$ cat src/rtl/update_unit_cd_batch.sv
// Mini-batch contrastive-divergence weight updater: accumulates per-channel CD deltas
// over a batch, then applies one scaled, saturated update to a streamed weight word.
module update_unit_cd_batch #(
    parameter int NUM_CH    = 16,
    parameter int BW_W      = 16,
    parameter int BATCH_MAX = 64,
    parameter int STEP_EXP  = 8,
    parameter int CNT_W     = $clog2(BATCH_MAX + 1),
    parameter int ACC_W     = $clog2(BATCH_MAX + 1) + 1,
    parameter int LR_W      = $clog2(STEP_EXP + 1)
) (
    input  logic                   clk,
    input  logic                   rst,
    input  logic                   clr,
    input  logic [CNT_W-1:0]       batch_size,
    input  logic [LR_W-1:0]        lr_shift,
    input  logic                   s_valid,
    output logic                   s_ready,
    input  logic [NUM_CH-1:0]      v_pos,
    input  logic                   h_pos,
    input  logic [NUM_CH-1:0]      v_neg,
    input  logic                   h_neg,
    input  logic                   w_valid,
    output logic                   w_ready,
    input  logic [NUM_CH*BW_W-1:0] w_in,
    output logic                   o_valid,
    input  logic                   o_ready,
    output logic [NUM_CH*BW_W-1:0] w_out,
    output logic [NUM_CH-1:0]      sat
);

    localparam int SUM_W = ((BW_W > ACC_W + STEP_EXP) ? BW_W : (ACC_W + STEP_EXP)) + 1;
    localparam logic signed [SUM_W-1:0] W_MAX = {{(SUM_W-BW_W+1){1'b0}}, {(BW_W-1){1'b1}}};
    localparam logic signed [SUM_W-1:0] W_MIN = {{(SUM_W-BW_W+1){1'b1}}, {(BW_W-1){1'b0}}};

    typedef enum logic [1:0] {
        ST_ACCUM  = 2'd0,
        ST_WAIT_W = 2'd1,
        ST_OUT    = 2'd2
    } state_t;

    // Clamp a wide sum into the weight range; MSB of the result flags a clip.
    function automatic logic [BW_W:0] sat_fn(input logic signed [SUM_W-1:0] v);
        logic [BW_W:0] r;
        if (v > W_MAX) begin
            r = {1'b1, W_MAX[BW_W-1:0]};
        end else if (v < W_MIN) begin
            r = {1'b1, W_MIN[BW_W-1:0]};
        end else begin
            r = {1'b0, v[BW_W-1:0]};
        end
        return r;
    endfunction

    state_t                  state_r;
    state_t                  state_nx_s;
    logic                    s_ready_r;
    logic                    w_ready_r;
    logic                    o_valid_r;
    logic [CNT_W-1:0]        cnt_r;
    logic [CNT_W-1:0]        size_r;
    logic [CNT_W-1:0]        size_in_s;
    logic [CNT_W-1:0]        size_cur_s;
    logic [LR_W-1:0]         lr_r;
    logic [LR_W-1:0]         lr_in_s;
    logic [LR_W-1:0]         shamt_s;
    logic signed [ACC_W-1:0] acc_r    [NUM_CH];
    logic signed [ACC_W-1:0] acc_nx_s [NUM_CH];
    logic signed [SUM_W-1:0] w_ext_s  [NUM_CH];
    logic signed [SUM_W-1:0] a_ext_s  [NUM_CH];
    logic signed [SUM_W-1:0] sum_s    [NUM_CH];
    logic [BW_W:0]           clip_s   [NUM_CH];
    logic [NUM_CH*BW_W-1:0]  w_out_r;
    logic [NUM_CH*BW_W-1:0]  w_new_s;
    logic [NUM_CH-1:0]       sat_r;
    logic [NUM_CH-1:0]       sat_new_s;
    logic                    s_fire_s;
    logic                    w_fire_s;
    logic                    o_fire_s;
    logic                    last_s;

    // clr masks the ready lines in its own cycle so no handshake can complete alongside it.
    assign s_ready  = s_ready_r & ~clr;
    assign w_ready  = w_ready_r & ~clr;
    assign o_valid  = o_valid_r;
    assign w_out    = w_out_r;
    assign sat      = sat_r;
    assign s_fire_s = s_valid & s_ready;
    assign w_fire_s = w_valid & w_ready;
    assign o_fire_s = o_valid_r & o_ready & ~clr;

    // Batch-start parameter clamping and end-of-batch detection.
    always_comb begin
        if (batch_size == {CNT_W{1'b0}}) begin
            size_in_s = CNT_W'(1);
        end else if (batch_size > CNT_W'(BATCH_MAX)) begin
            size_in_s = CNT_W'(BATCH_MAX);
        end else begin
            size_in_s = batch_size;
        end
        if (lr_shift > LR_W'(STEP_EXP)) begin
            lr_in_s = LR_W'(STEP_EXP);
        end else begin
            lr_in_s = lr_shift;
        end
        if (cnt_r == {CNT_W{1'b0}}) begin
            size_cur_s = size_in_s;
        end else begin
            size_cur_s = size_r;
        end
        last_s  = s_fire_s && ((cnt_r + CNT_W'(1)) == size_cur_s);
        shamt_s = LR_W'(STEP_EXP) - lr_r;
    end

    // Per-channel CD delta accumulation and scaled, saturated weight update.
    always_comb begin
        w_new_s   = {(NUM_CH*BW_W){1'b0}};
        sat_new_s = {NUM_CH{1'b0}};
        for (int c = 0; c < NUM_CH; c++) begin
            acc_nx_s[c] = acc_r[c] + ACC_W'(v_pos[c] & h_pos) - ACC_W'(v_neg[c] & h_neg);
            w_ext_s[c]  = SUM_W'($signed(w_in[BW_W*c +: BW_W]));
            a_ext_s[c]  = SUM_W'(acc_r[c]);
            sum_s[c]    = w_ext_s[c] + (a_ext_s[c] <<< shamt_s);
            clip_s[c]   = sat_fn(sum_s[c]);
            w_new_s[BW_W*c +: BW_W] = clip_s[c][BW_W-1:0];
            sat_new_s[c] = clip_s[c][BW_W];
        end
    end

    // Next-state logic; clr overrides every handshake.
    always_comb begin
        state_nx_s = state_r;
        if (clr) begin
            state_nx_s = ST_ACCUM;
        end else begin
            case (state_r)
                ST_ACCUM:  state_nx_s = last_s   ? ST_WAIT_W : ST_ACCUM;
                ST_WAIT_W: state_nx_s = w_fire_s ? ST_OUT    : ST_WAIT_W;
                ST_OUT:    state_nx_s = o_fire_s ? ST_ACCUM  : ST_OUT;
                default:   state_nx_s = ST_ACCUM;
            endcase
        end
    end

    // State register.
    always_ff @(posedge clk or negedge rst) begin
        if (!rst) begin
            state_r <= ST_ACCUM;
        end else begin
            state_r <= state_nx_s;
        end
    end

    // Handshake flags registered from the next state.
    always_ff @(posedge clk or negedge rst) begin
        if (!rst) begin
            s_ready_r <= 1'b0;
            w_ready_r <= 1'b0;
            o_valid_r <= 1'b0;
        end else begin
            s_ready_r <= (state_nx_s == ST_ACCUM);
            w_ready_r <= (state_nx_s == ST_WAIT_W);
            o_valid_r <= (state_nx_s == ST_OUT);
        end
    end

    // Accumulators, batch counter, latched batch parameters and output word.
    always_ff @(posedge clk or negedge rst) begin
        if (!rst) begin
            cnt_r   <= {CNT_W{1'b0}};
            size_r  <= {CNT_W{1'b0}};
            lr_r    <= {LR_W{1'b0}};
            w_out_r <= {(NUM_CH*BW_W){1'b0}};
            sat_r   <= {NUM_CH{1'b0}};
            for (int c = 0; c < NUM_CH; c++) begin
                acc_r[c] <= {ACC_W{1'b0}};
            end
        end else if (clr) begin
            cnt_r <= {CNT_W{1'b0}};
            for (int c = 0; c < NUM_CH; c++) begin
                acc_r[c] <= {ACC_W{1'b0}};
            end
        end else begin
            if (s_fire_s) begin
                if (cnt_r == {CNT_W{1'b0}}) begin
                    size_r <= size_in_s;
                    lr_r   <= lr_in_s;
                end
                cnt_r <= cnt_r + CNT_W'(1);
                for (int c = 0; c < NUM_CH; c++) begin
                    acc_r[c] <= acc_nx_s[c];
                end
            end else if (o_fire_s) begin
                cnt_r <= {CNT_W{1'b0}};
                for (int c = 0; c < NUM_CH; c++) begin
                    acc_r[c] <= {ACC_W{1'b0}};
                end
            end
            if (w_fire_s) begin
                w_out_r <= w_new_s;
                sat_r   <= sat_new_s;
            end
        end
    end

endmodule
$ cat config.mk
export PLATFORM = sky130hd
export DESIGN_NAME = update_unit_cd_batch
export DESIGN_NICKNAME = d
export VERILOG_FILES = /design/src/rtl/update_unit_cd_batch.sv
export SDC_FILE = /design/constraint.sdc
export NUM_CORES = 2
export LEC_CHECK = 0
export BUFFER_PORTS_ARGS = -buffer_cell sky130_fd_sc_hd__buf_2
export CAP_MARGIN = 40
export CORE_MARGIN = 2
export CORE_UTILIZATION = 50
export CTS_CLUSTER_SIZE = 20
export DETAILED_ROUTE_END_ITERATION = 12
export HOLD_SLACK_MARGIN = 0.05
export PLACE_DENSITY = 0.69
export SLEW_MARGIN = 20
export SYNTH_ARGS = -nofsm -noshare
export SYNTH_HDL_FRONTEND = slang
export SYNTH_SLANG_ARGS = --single-unit
$ cat constraint.sdc
create_clock -name clk -period 10.2 [get_ports clk]
set_input_delay 2.04 -clock clk [delete_from_list [all_inputs] [get_ports clk]]
set_output_delay 2.04 -clock clk [all_outputs]
set_load 0.005 [all_outputs]
==> summary.txt <==
Status
  – Status: complete, no violations

GRT
  – Vias in the first global route: 36.6k
  – Antenna violations before repair: 17
  – Global-route wire length before repair: 195 mm
  – Total gr overflow: 0
  – Largest net degree at the start of global routing: 234
  – Tot GR Track Use: 0.289

Floorplanning
  – Die H: 289 microns
  – Num rows: 104
  – Ports: 582
  – Initial Util: 0.506
  – Core area: 80500 sq um
  – Die area: 83800 sq um
  – Die outline width: 289 microns

Clock tree
  – Hold-fix buffers, CTS: 0
  – Clock slew at the register clock pins of the worst setup and hold paths: 60 ps
  – CTS tree: yes
  – # resized after CTS: 0
  – CTS Sinks: 423
  – Worst-skew pair later-pin latency: 620 ps
  – H-tree Lvls: 2
  – Longest Clk Path Bufs: 3
  – Postcts setup bufs: 0
  – Clock Tree Root: clkbuf_16
  – Clock buffer count from CTS: 53

Placed design
  – Dpl cells: 6583
  – Gp weighted congestion: 0.944
  – Post-DP HPWL: 92.9 mm
  – Number of I/O port buffers: 581

STA
  – Fmax: 0.159 GHz
  – Worst rel slew slack: 0.312
  – Hold Fails Final Rpt: 0
  – Final max-slew violation count: 0
  – Least-Margin Pin Slew: 1030 ps
  – Fin crit share: 0.618
  – Setup violations, final: 0
  – Clock skew: 14.9 ps
  – RSZ-0062 raised after global routing: false
  – Period minus WS final: 6310 ps
  – Final TNS setup: 0 ps
  – WHS: 465 ps

Cells and area
  – Number of fill cells in the layout: 7611
  – P&R area growth vs syn: 14.1%
  – Fraction of layout cells with a size suffix above 1: 0.158
  – Sequential cell area: 10600 sq um
  – Commonest non-fill, non-tap cell in the layout: nand2_1
  – Commonest non-fill, non-tap cells in the layout: nand2_1 (612), buf_2 (582), a21oi_1 (532), o21ai_0 (500), nor2_1 (429)
  – Final nets: 6311
  – Cell Count, Final, Fillers Out: 6704
  – Area of the multi-input gates: 28100 sq um

Yosys
  – Syn Inst Count: 5167
  – Ys async rst share: 1.00
  – Share of the synthesized area in the top cell type: 0.260
  – Mapped Area: 40700 sq um
  – Main flop type after synthesis: dfrtp_1
  – Library cells used by synthesis: 95
  – Number of flops mapped to enable cells by yosys: 0
  – Synth warnings: 0
  – Avg Synthesized Cell Area: 7.88 sq um
  – Register area share after synthesis: 0.260
  – Post-synthesis register bit count: 423
  – Area leader, netlist: dfrtp_1
  – Top cells by area, synth: dfrtp_1 (26%), ha_1 (12%), a21oi_1 (6.5%), o21ai_0 (6.1%), nand2_1 (5.7%)
  – Syn nets: 5893

Worst setup path
  – R2R setup slack: 3890 ps
  – Cell count of the worst reg-to-reg path: 15
  – Critical Path RT: 10710 ps
  – RR Endpoint: w_out[14]$_DFFE_PN0P_
  – FF-to-FF Start: lr_r[0]$_DFFE_PN0P_
  – Crit Path Category: reg2reg
  – CP Data Arrival Time: 6820 ps
  – Crit end category: register
  – Crit path max fanout: 71
  – Startpoint type of the worst setup path: register

Routing
  – Starting DRT DRC Count: 2649
  – Antenna Nets Post-Route: 0
  – Avg Vias per Cell: 5.75
  – Drt first pass iters: 6
  – Drt total wl: 125 mm
  – DR vias: 38.6k
  – WL/cell: 18.7 microns
  – Drc violations: 0

Pwr
  – Static Leak: 0.0227 uW
  – Worst VDD drop: 0.438 mV
  – PwrDens: 365 nW/um^2

Run
  – Max_cap viols: 0

Hold path
  – Worst hold path type: reg2reg
  – WHS Path Cells: 2
  – Hold-critical path endpoint: sat[13]$_DFFE_PN0P_
  – Hold path start: sat[13]$_DFFE_PN0P_
flip-flops by register name (all words and copies together), names as in the netlist:
| signal | flops |
|---|---|
| sat | 16 |
| w_ready_r | 1 |
| lr_r | 4 |
| a_ext_s | 128 |
| w_out | 256 |
| o_valid | 1 |
| cnt_r | 7 |
| s_ready_r | 1 |
| state_r | 2 |
| size_r | 7 |
worst max-delay path: stages, from the launching register on:
cell	delay [ps]
dfrtp_4	700
inv_2	100
ha_4	820
nand2_2	660
nor2_4	740
buf_4	380
nor2b_1	80
a211oi_1	210
a21oi_1	60
ha_1	410
nand3_1	170
o41ai_1	500
xor2_1	680
inv_1	190
maj3_2	350
o21ai_1	140
worst max-delay path by stage:
stage	startpoint	end	slack, ps	cells after the start
2_1_floorplan	lr_r[0]$_DFFE_PN0P_	w_out[92]$_DFFE_PN0P_	4140	28
5_1_grt	lr_r[0]$_DFFE_PN0P_	w_out[108]$_DFFE_PN0P_	3450	16
6_report	lr_r[0]$_DFFE_PN0P_	w_out[14]$_DFFE_PN0P_	3890	15
3_5_place_dp	lr_r[0]$_DFFE_PN0P_	w_out[100]$_DFFE_PN0P_	4000	16
3_3_place_gp	lr_r[0]$_DFFE_PN0P_	w_out[107]$_DFFE_PN0P_	3700	16
4_1_cts	lr_r[0]$_DFFE_PN0P_	w_out[14]$_DFFE_PN0P_	3920	15
synthesized netlist by cell type, types with 15 or more instances:
library cell,number
a211oi_1,38
a21boi_0,38
a21o_1,127
a21oi_1,532
a22o_1,35
a31oi_1,24
and2_1,41
and3_1,56
buf_1,20
buf_2,17
clkbuf_1,213
dfrtp_1,423
fa_1,32
ha_1,387
inv_1,261
maj3_1,31
maj3_2,36
mux2_2,16
mux2i_1,76
mux4_2,15
nand2_1,616
nand2b_1,46
nand3_1,101
nand3b_1,16
nor2_1,434
nor2b_1,91
nor3_1,64
o211a_1,19
o21a_1,79
o21ai_0,500
o21ai_1,118
o21bai_1,66
o221ai_1,17
o22ai_1,20
o31ai_1,42
or3_1,30
xnor2_1,192
xor2_1,104
per-layer routing:
layer / vias up / track usage / routed length (microns)
li1: 19063 / - / -
met1: 18067 / 0.377 / 52500
met2: 1183 / 0.487 / 60200
met3: 254 / 0.0302 / 7240
met4: 0 / 0.119 / 5220
met5: - / 0 / 0
cell families after synthesis:
kind of cell               count (synthesis)  synth area share
AOI/OAI and AO/OA                       1752             0.259
xor gates and xnor gates                 321            0.0753
adders and majority gates                486             0.152
buffers and inverters                    533            0.0533
DFF                                      423             0.260
muxes                                    108            0.0320
and+or+nand+nor                         1544             0.169
power breakdown:
part / switching, uW / internal (uW)
clock: 819 / 1220
combinational: 7070 / 4990
sequential: 564 / 2280
total: 8450 / 8500
layout make-up:
type	count	share of cell area
diodes	17	0.000915
clock buffers	66	0.0316
clock inverters	31	0.00832
inverters	262	0.0212
multi-input cells	4211	0.605
flip-flops and latches	423	0.228
well taps	1060	0.0285
repair buffers	634	0.0769
metrics by stage:
stage	setup WS [ps]	utilization	area [sq um]	power, uW
floorplan	4140	-	40700	11900
global placement	3700	0.549	44200	14500
detailed placement	4000	0.551	44400	14700
CTS	3920	0.574	46300	16900
global route	3450	0.577	46500	18500
finish	3890	0.577	46500	17000
Note: power is estimated with default switching activity, not from simulation.
